`config.mk`:
```
export PLATFORM = sky130hd
export DESIGN_NAME = slave_event_handler
export DESIGN_NICKNAME = d
export VERILOG_FILES = /design/src/rtl/slave_bus_pkg.sv /design/src/rtl/slave_burst_ctr.sv /design/src/rtl/slave_event_handler.sv
export SDC_FILE = /design/constraint.sdc
export NUM_CORES = 1
export LEC_CHECK = 0
export ABC_CLOCK_PERIOD_IN_PS = 2500
export CELL_PAD_IN_SITES_DETAIL_PLACEMENT = 1
export CELL_PAD_IN_SITES_GLOBAL_PLACEMENT = 1
export CORE_MARGIN = 5
export CORE_UTILIZATION = 35
export DETAILED_ROUTE_END_ITERATION = 7
export HOLD_SLACK_MARGIN = 0.05
export PLACE_DENSITY = 0.78
export REMOVE_ABC_BUFFERS = 1
export SLEW_MARGIN = 20
export SYNTH_ARGS = -nofsm -noshare
export SYNTH_HDL_FRONTEND = slang
export SYNTH_HIERARCHICAL = 1
export SYNTH_SLANG_ARGS = --single-unit
```
`constraint.sdc`:
```
create_clock -name clk -period 2.5 [get_ports clk]
set_input_delay 0.75 -clock clk [delete_from_list [all_inputs] [get_ports clk]]
set_output_delay 0.75 -clock clk [all_outputs]
set_load 0.05 [all_outputs]
```
`src/rtl/slave_bus_pkg.sv`:
```
// Shared definitions for the slave side of the serial bus.
// Instruction codes are common with the master event handler.
package slave_bus_pkg;

    typedef enum logic [2:0] {
        IDLE,
        WR_WAIT,
        WR_MEM,
        RD_REQ,
        RD_CAP,
        RD_SEND,
        DONE
    } state_t;

    localparam logic [1:0] INSTR_IDLE  = 2'b00;
    localparam logic [1:0] INSTR_WRITE = 2'b10;
    localparam logic [1:0] INSTR_READ  = 2'b11;

endpackage

```
`src/rtl/slave_burst_ctr.sv`:
```
// Burst address register and beat counter for the slave event handler.
// Address steps wrap modulo 2^ADDR_LEN; a zero burst loads as one beat.
module slave_burst_ctr #(
    parameter int ADDR_LEN  = 12,
    parameter int BURST_LEN = 12
) (
    input  logic                 clk,
    input  logic                 reset,
    input  logic                 load,
    input  logic [ADDR_LEN-1:0]  load_addr,
    input  logic [BURST_LEN-1:0] load_burst,
    input  logic                 step_beat,
    input  logic                 step_addr,
    output logic [ADDR_LEN-1:0]  addr,
    output logic                 last
);

    logic [BURST_LEN-1:0] beats;

    always_ff @(posedge clk or negedge reset) begin
        if (!reset) begin
            addr  <= '0;
            beats <= '0;
        end else if (load) begin
            addr  <= load_addr;
            beats <= (load_burst == '0) ? BURST_LEN'(1) : load_burst;
        end else begin
            if (step_addr)
                addr <= addr + ADDR_LEN'(1);
            if (step_beat)
                beats <= beats - BURST_LEN'(1);
        end
    end

    assign last = (beats == BURST_LEN'(1));

endmodule

```
`src/rtl/slave_event_handler.sv`:
```
// Slave event handler: runs decoded bus commands against local memory.
// Optional range check enabled by defining SLAVE_ADDR_CHECK_EN.
module slave_event_handler
    import slave_bus_pkg::*;
#(
    parameter int ADDR_LEN  = 12,
    parameter int DATA_LEN  = 8,
    parameter int BURST_LEN = 12,
    parameter int MEM_DEPTH = 4096
) (
    input  logic                 clk,
    input  logic                 reset,
    input  logic                 cmd_valid,
    input  logic [1:0]           cmd_instr,
    input  logic [ADDR_LEN-1:0]  cmd_addr,
    input  logic [BURST_LEN-1:0] cmd_burst,
    input  logic                 wr_valid,
    input  logic [DATA_LEN-1:0]  wr_data,
    input  logic                 tx_done,
    output logic                 rd_valid,
    output logic [DATA_LEN-1:0]  rd_data,
    output logic                 trans_done,
    output logic                 busy,
    output logic                 addr_err,
    output logic [ADDR_LEN-1:0]  mem_addr,
    output logic [DATA_LEN-1:0]  mem_wdata,
    output logic                 mem_we,
    input  logic [DATA_LEN-1:0]  mem_rdata
);

    localparam logic [ADDR_LEN:0] DEPTH_W = (ADDR_LEN+1)'(MEM_DEPTH);

    state_t state, state_d;

    logic                busy_d, mem_we_d, rd_valid_d, trans_done_d;
    logic [DATA_LEN-1:0] mem_wdata_d, rd_data_d;
    logic                load, step_beat, step_addr, last;
    logic                oob, in_range;

    slave_burst_ctr #(
        .ADDR_LEN  (ADDR_LEN),
        .BURST_LEN (BURST_LEN)
    ) u_ctr (
        .clk        (clk),
        .reset      (reset),
        .load       (load),
        .load_addr  (cmd_addr),
        .load_burst (cmd_burst),
        .step_beat  (step_beat),
        .step_addr  (step_addr),
        .addr       (mem_addr),
        .last       (last)
    );

    assign oob = ({1'b0, mem_addr} >= DEPTH_W);

`ifdef SLAVE_ADDR_CHECK_EN
    logic err_q;

    assign in_range = ~oob;

    always_ff @(posedge clk or negedge reset) begin
        if (!reset)
            err_q <= 1'b0;
        else if (oob && ((state == WR_WAIT && wr_valid) || state == RD_CAP))
            err_q <= 1'b1;
    end

    assign addr_err = err_q;
`else
    logic unused_oob;

    assign unused_oob = oob;
    assign in_range   = 1'b1;
    assign addr_err   = 1'b0;
`endif

    always_ff @(posedge clk or negedge reset) begin
        if (!reset) begin
            state      <= IDLE;
            busy       <= 1'b0;
            mem_we     <= 1'b0;
            mem_wdata  <= '0;
            rd_valid   <= 1'b0;
            rd_data    <= '0;
            trans_done <= 1'b0;
        end else begin
            state      <= state_d;
            busy       <= busy_d;
            mem_we     <= mem_we_d;
            mem_wdata  <= mem_wdata_d;
            rd_valid   <= rd_valid_d;
            rd_data    <= rd_data_d;
            trans_done <= trans_done_d;
        end
    end

    always_comb begin
        state_d      = state;
        busy_d       = busy;
        mem_we_d     = 1'b0;
        mem_wdata_d  = mem_wdata;
        rd_valid_d   = rd_valid;
        rd_data_d    = rd_data;
        trans_done_d = 1'b0;
        load         = 1'b0;
        step_beat    = 1'b0;
        step_addr    = 1'b0;
        unique case (state)
            IDLE: begin
                if (cmd_valid && cmd_instr == INSTR_WRITE) begin
                    load    = 1'b1;
                    busy_d  = 1'b1;
                    state_d = WR_WAIT;
                end else if (cmd_valid && cmd_instr == INSTR_READ) begin
                    load    = 1'b1;
                    busy_d  = 1'b1;
                    state_d = RD_REQ;
                end
            end
            WR_WAIT: begin
                if (wr_valid) begin
                    mem_wdata_d = wr_data;
                    mem_we_d    = in_range;
                    state_d     = WR_MEM;
                end
            end
            WR_MEM: begin
                step_beat = 1'b1;
                step_addr = 1'b1;
                if (last) begin
                    trans_done_d = 1'b1;
                    state_d      = DONE;
                end else begin
                    state_d = WR_WAIT;
                end
            end
            RD_REQ: state_d = RD_CAP;
            RD_CAP: begin
                rd_data_d  = in_range ? mem_rdata : '0;
                rd_valid_d = 1'b1;
                state_d    = RD_SEND;
            end
            RD_SEND: begin
                if (tx_done) begin
                    rd_valid_d = 1'b0;
                    step_beat  = 1'b1;
                    if (last) begin
                        trans_done_d = 1'b1;
                        state_d      = DONE;
                    end else begin
                        step_addr = 1'b1;
                        state_d   = RD_REQ;
                    end
                end
            end
            DONE: begin
                busy_d  = 1'b0;
                state_d = IDLE;
            end
            default: state_d = IDLE;
        endcase
    end

endmodule

```
# == Word-level counts from Yosys, hierarchy flattened ==
# Index checks and enable logic that the tools add are counted.
# word_totals
regBits,47
in_bits,47
output_inout_bits,33
wordCells,65
# classes
addsub,2
eq_ne,12
n_mux,30
reduce_logical,12
# op_table
op,count
$mux W12,5
$mux W3,6
$pmux W3 S6,1
$mux W1,13
$add A12 B1 Y12 const B,1
$eq A12 B1 Y1 const B,1
$logic_not A12 Y1,1
$sub A12 B1 Y12 const B,1
$pmux W1 S2,5
$eq A3 B3 Y1 const B,3
$reduce_bool A2 Y1,4
$eq A3 B2 Y1 const B,2
$reduce_and A2 Y1,3
$eq A2 B2 Y1 const B,2
$ne A2 B2 Y1 const B,2
$eq A3 B1 Y1 const B,1
$logic_not A3 Y1,1
$ne A3 B3 Y1 const B,1
$reduce_and A3 Y1,1
$logic_and A1 B1 Y1,2

# == Longest topological paths before layout ==
# logic_depth
depth_word,6
ltp_mapped,9
depth_no_buf,8

# == Cells and area by module ==
# The synthesis kept the hierarchy.
# modules_own_cells
mod,n_inst,cells_per_inst,area_each_um2,seq_area_each_um2
slave_burst_ctr,1,155,1418.9,600.6
slave_event_handler,1,79,1014.7,575.6

# == Least setup slack after synthesis ==
# Ideal clock, no wire load.
# synth_timing
path_type,register -> register
start,register state[0]
end,register u_ctr.beats[11]
setup_ps,82
arrival_time_ps,2221
required_ps,2418
setup_slack_ps,197
path_stages_with_launch,7
n_path_buf,1
period_less_slack_ps,2303
cell_sequence,dfrtp_1 > buf_2 > or3b_4 > o21ai_2 > or4b_4 > or4_1 > a31oi_1
# synth_via
elab_chain_cells,3
word_cells_on_any_way,7
cone_classes,2 x eq/ne; 3 x mux; 2 x reduce/logical
# synth_rtl
item,line,rtl
start: declaration,slave_event_handler.sv:33,"state_t state, state_d;"
start signal: assignment,slave_event_handler.sv:88,state <= state_d;
$eq A3 B3 Y1 or $eq A3 B2 Y1 (tied branches),slave_event_handler.sv:109,unique case (state)
$pmux W1 S2 (*),slave_event_handler.sv:109,
named net step_beat,slave_event_handler.sv:37,"logic load, step_beat, step_addr, last;"
$reduce_bool A2 Y1 (no source line) (*),n/a,
end signal: assignment,slave_burst_ctr.sv:26,beats <= (load_burst == '0) ? BURST_LEN'(1) : load_burst;
end signal: assignment,slave_burst_ctr.sv:31,beats <= beats - BURST_LEN'(1);
end: declaration,slave_burst_ctr.sv:18,logic [BURST_LEN-1:0] beats;
# Mark *: on every way through the listed nets, which the timed path passes. The rest lies on a longest branch.
# A chain may end at the register's enable or synchronous reset.

# == Final worst setup path ==
# layout_timing
start,register u_ctr.addr[3]
end,output mem_addr[3]
# layout_rtl
item,line,rtl
start: declaration,slave_burst_ctr.sv:14,"output logic [ADDR_LEN-1:0] addr,"
start signal: assignment,slave_burst_ctr.sv:25,addr <= load_addr;
start signal: assignment,slave_burst_ctr.sv:29,addr <= addr + ADDR_LEN'(1);
end: declaration,slave_event_handler.sv:25,"output logic [ADDR_LEN-1:0] mem_addr,"
# No word-level cell between the ends.

==> impl_metrics.tcl <==
set metrics [dict create \
    cp.depth 1 \
    crit_start "u_ctr/addr[3]$_DFFE_PN0P_" \
    dr.pass1.iters 4 \
    cts_root_buffer "clkbuf_8" \
    ys_ff_latch 47 \
    drive_gt1_share_pct 18.2 \
    synth_cells 234 \
    worstSetupEndpoint "mem_addr[3]" \
    reg2regPathDepth 6 \
    grt_pass1_wl_um 11600 \
    r2r-end "u_ctr/beats[11]$_DFFE_PN0P_" \
    period_minus_slack_ps 2380 \
    postSynthAreaPerCell_sq_um 10.4 \
    cts_inserted_buffers 5 \
    nets 390 \
    synth_area_leaders "dfrtp_1 (48%), mux2_2 (5.1%), or4_1 (3.7%)" \
    status "finished, final reports clean" \
    slew_headroom_pct 59.4 \
    seq_area_frac_synth_pct 48.3 \
    fin_tns_setup_ps 0 \
    crit_arrival_ps 1630 \
    cpLargestDelayFamily "buffers and inverters" \
    n_antenna_cell 0 \
    critPathSlowestCell "clkdlybuf4s50_1" \
    drc_errors 0 \
    drtIter0Drc 89 \
    required_ps 1750 \
    worstPathCellList "clkdlybuf4s50_1" \
    cts_buffer_depth 2 \
    ys_types 49 \
    vdd_ir_drop_max_mv 0.421 \
    die_h_um 93.4 \
    synth_async_sr_flop_share_pct 100 \
    num_vias 2271 \
    setup_violations 0 \
    gr-usage-met1_pct 21.2 \
    grt_overflow 0 \
    finalHoldViolCount 0 \
    ioPinCount 80 \
    met3_usage_pct 2.98 \
    pre_cts_slack_ps -351 \
    grt_pass1_vias 2303 \
    cp_slowest_stage_delay_ps 850 \
    drv_slew 0 \
    rrSetupSlack_ps 200 \
    routed_via_density 5.20 \
    yosysWarnings 6 \
    endpoint_kind "output port" \
    start_util_pct 35.8 \
    area.growth.synth_to_final_pct 50.1 \
    clock_latency_ps 310 \
    portBuffers 78 \
    yosysTopAreaCellShare_pct 48.3 \
    ant_nets 0 \
    grt_start_max_net_pins 29 \
    synth_area_leader_cell "dfrtp_1" \
    cts_sinks 47 \
    syn_area_sq_um 2430 \
    r2r_start "state[0]$_DFFE_PN0P_" \
    worst_slew_pin_slew_ps 609 \
    crit_fanout 6 \
    p_per_area_nw_per_um2 1280 \
    period_share_pct 95.2 \
    routedWlPerCell_um 16.4 \
    num_rows 30 \
    cellLeakagePower_nw 1.44 \
    core-area_sq_um 6790 \
    gp_congestion 0.798 \
    cp-start-kind "register" \
    cap_violations 0 \
    n_fill_cell 749 \
    hold_path_class "in -> async" \
    synth-edff-count 0 \
    die_w_um 93.4 \
    grt.busiest_layer "met2" \
    antenna_found_initial 0 \
    cts_hold_buffers 0 \
    worst_slack_ps 119 \
    path_class "reg -> out" \
    hpwl_um 5490 \
    use_met2_pct 28.0 \
    yosys_most_used_dff "dfrtp_1" \
    wl_um 7150 \
    worst-path-buf-inv 1 \
    finClkSkew_ps 10.2 \
    utilization_pct 53.8 \
    cts_tree "done" \
    dieArea_sq_um 8720 \
    track_usage_pct 16.5 \
    cts_htree_levels 2 \
    cts.clk_slew.worst_paths_ps 100 \
    max_freq_mhz 420 \
    rsz0062_at_grt "false" \
]
==> where the power goes <==
group          total, mW  internal, mW  switching [mW]
Clock              0.582         0.298           0.284
Combinational       2.64          1.07            1.57
Sequential          1.47          1.12           0.350
Total               4.69          2.49            2.20
==> what timing repair did <==
| action | 4_1_cts | 5_1_grt |
|---|---|---|
| resized for setup | 3 | 2 |
| buffers inserted | 1 | 0 |
| hold endpoints to repair | 0 | 0 |
| setup endpoints to repair | 1 | 3 |
| pin swaps | 3 | 4 |
==> per-layer routing <==
| metal | part of all wire (%) | vias to the layer above |
|---|---|---|
| met4 | 1.6 | 0 |
| met5 | 0 | - |
| met3 | 5.0 | 10 |
| met1 | 44 | 1105 |
| li1 | - | 1101 |
| met2 | 49 | 55 |
==> registers in the layout (all words and copies together), names as in the netlist <==
name and cells:
busy 1, mem_we 1, trans_done 1, mem_wdata 8, rd_data 8, rd_valid 1, state 3, u_ctr/beats 12
u_ctr/addr 12
==> worst min path at each step <==
stage | end | cells after the start | from
after floorplan | busy$_DFFE_PN0P_ | 0 | reset
after global placement | mem_wdata[2]$_DFFE_PN0P_ | 1 | mem_wdata[2]$_DFFE_PN0P_
after detailed placement | mem_wdata[2]$_DFFE_PN0P_ | 1 | mem_wdata[2]$_DFFE_PN0P_
after CTS | u_ctr/addr[3]$_DFFE_PN0P_ | 1 | reset
after global routing | mem_wdata[7]$_DFFE_PN0P_ | 1 | reset
final | mem_wdata[7]$_DFFE_PN0P_ | 1 | reset
==> area by class of cell <==
| type | count | area [sq um] | share of cell area, % |
|---|---|---|---|
| Clock inverter | 3 | 43.8 | 1.20 |
| Inverter | 6 | 22.5 | 0.616 |
| Timing Repair Buffer | 109 | 1010 | 27.8 |
| Tap cell | 96 | 120 | 3.29 |
| Clock buffer | 5 | 68.8 | 1.88 |
| Multi-Input combinational cell | 171 | 1210 | 33.0 |
| Sequential cell | 47 | 1180 | 32.2 |
==> stage by stage <==
step,power (mW),instances,hold WS [ps],instance area (sq um)
after floorplan,3.08,224,454,2390
after global placement,4.00,428,468,3510
after detailed placement,4.11,428,480,3510
after CTS,4.73,437,460,3650
after global routing,4.97,437,484,3650
final,4.69,437,438,3650
==> layout by cell type, fill, tap and decap left out, drive strengths merged, types with 3 or more instances in the layout <==
cell type / n
clkdlybuf4s50: 76
inv: 6
mux2: 17
nor4: 5
ha: 3
o311ai: 5
a31oi: 9
or4: 12
clkbuf: 5
o21ai: 15
nand3: 8
xor2: 5
o31ai: 8
nor2: 12
nand2: 22
nand4: 4
nor3: 5
dfrtp: 47
nor2b: 4
nand2b: 5
buf: 32
==> cells in the mapped netlist, types with 6 or more instances <==
cell,n
clkbuf_1,6
nand2_1,22
o31ai_1,8
nand3_1,8
dfrtp_1,47
mux2_2,11
mux2_1,6
or4_1,12
a31oi_1,9
inv_1,6
nor2_1,10
o21ai_0,14
==> logic make-up (layout without fill, tap and decap cells) <==
| family | after synthesis | count (layout) | synth area share (%) |
|---|---|---|---|
| and+or+nand+nor | 92 | 92 | 22.2 |
| AOI/OAI and AO/OA | 50 | 50 | 14.1 |
| DFF | 47 | 47 | 48.3 |
| muxes | 18 | 18 | 8.28 |
| buffers and inverters | 16 | 123 | 2.88 |
| xor gates and xnor gates | 7 | 7 | 2.52 |
| adders and majority gates | 3 | 3 | 1.54 |
| other | 1 | 1 | 0.154 |
Power figures use the tool's default switching activity.
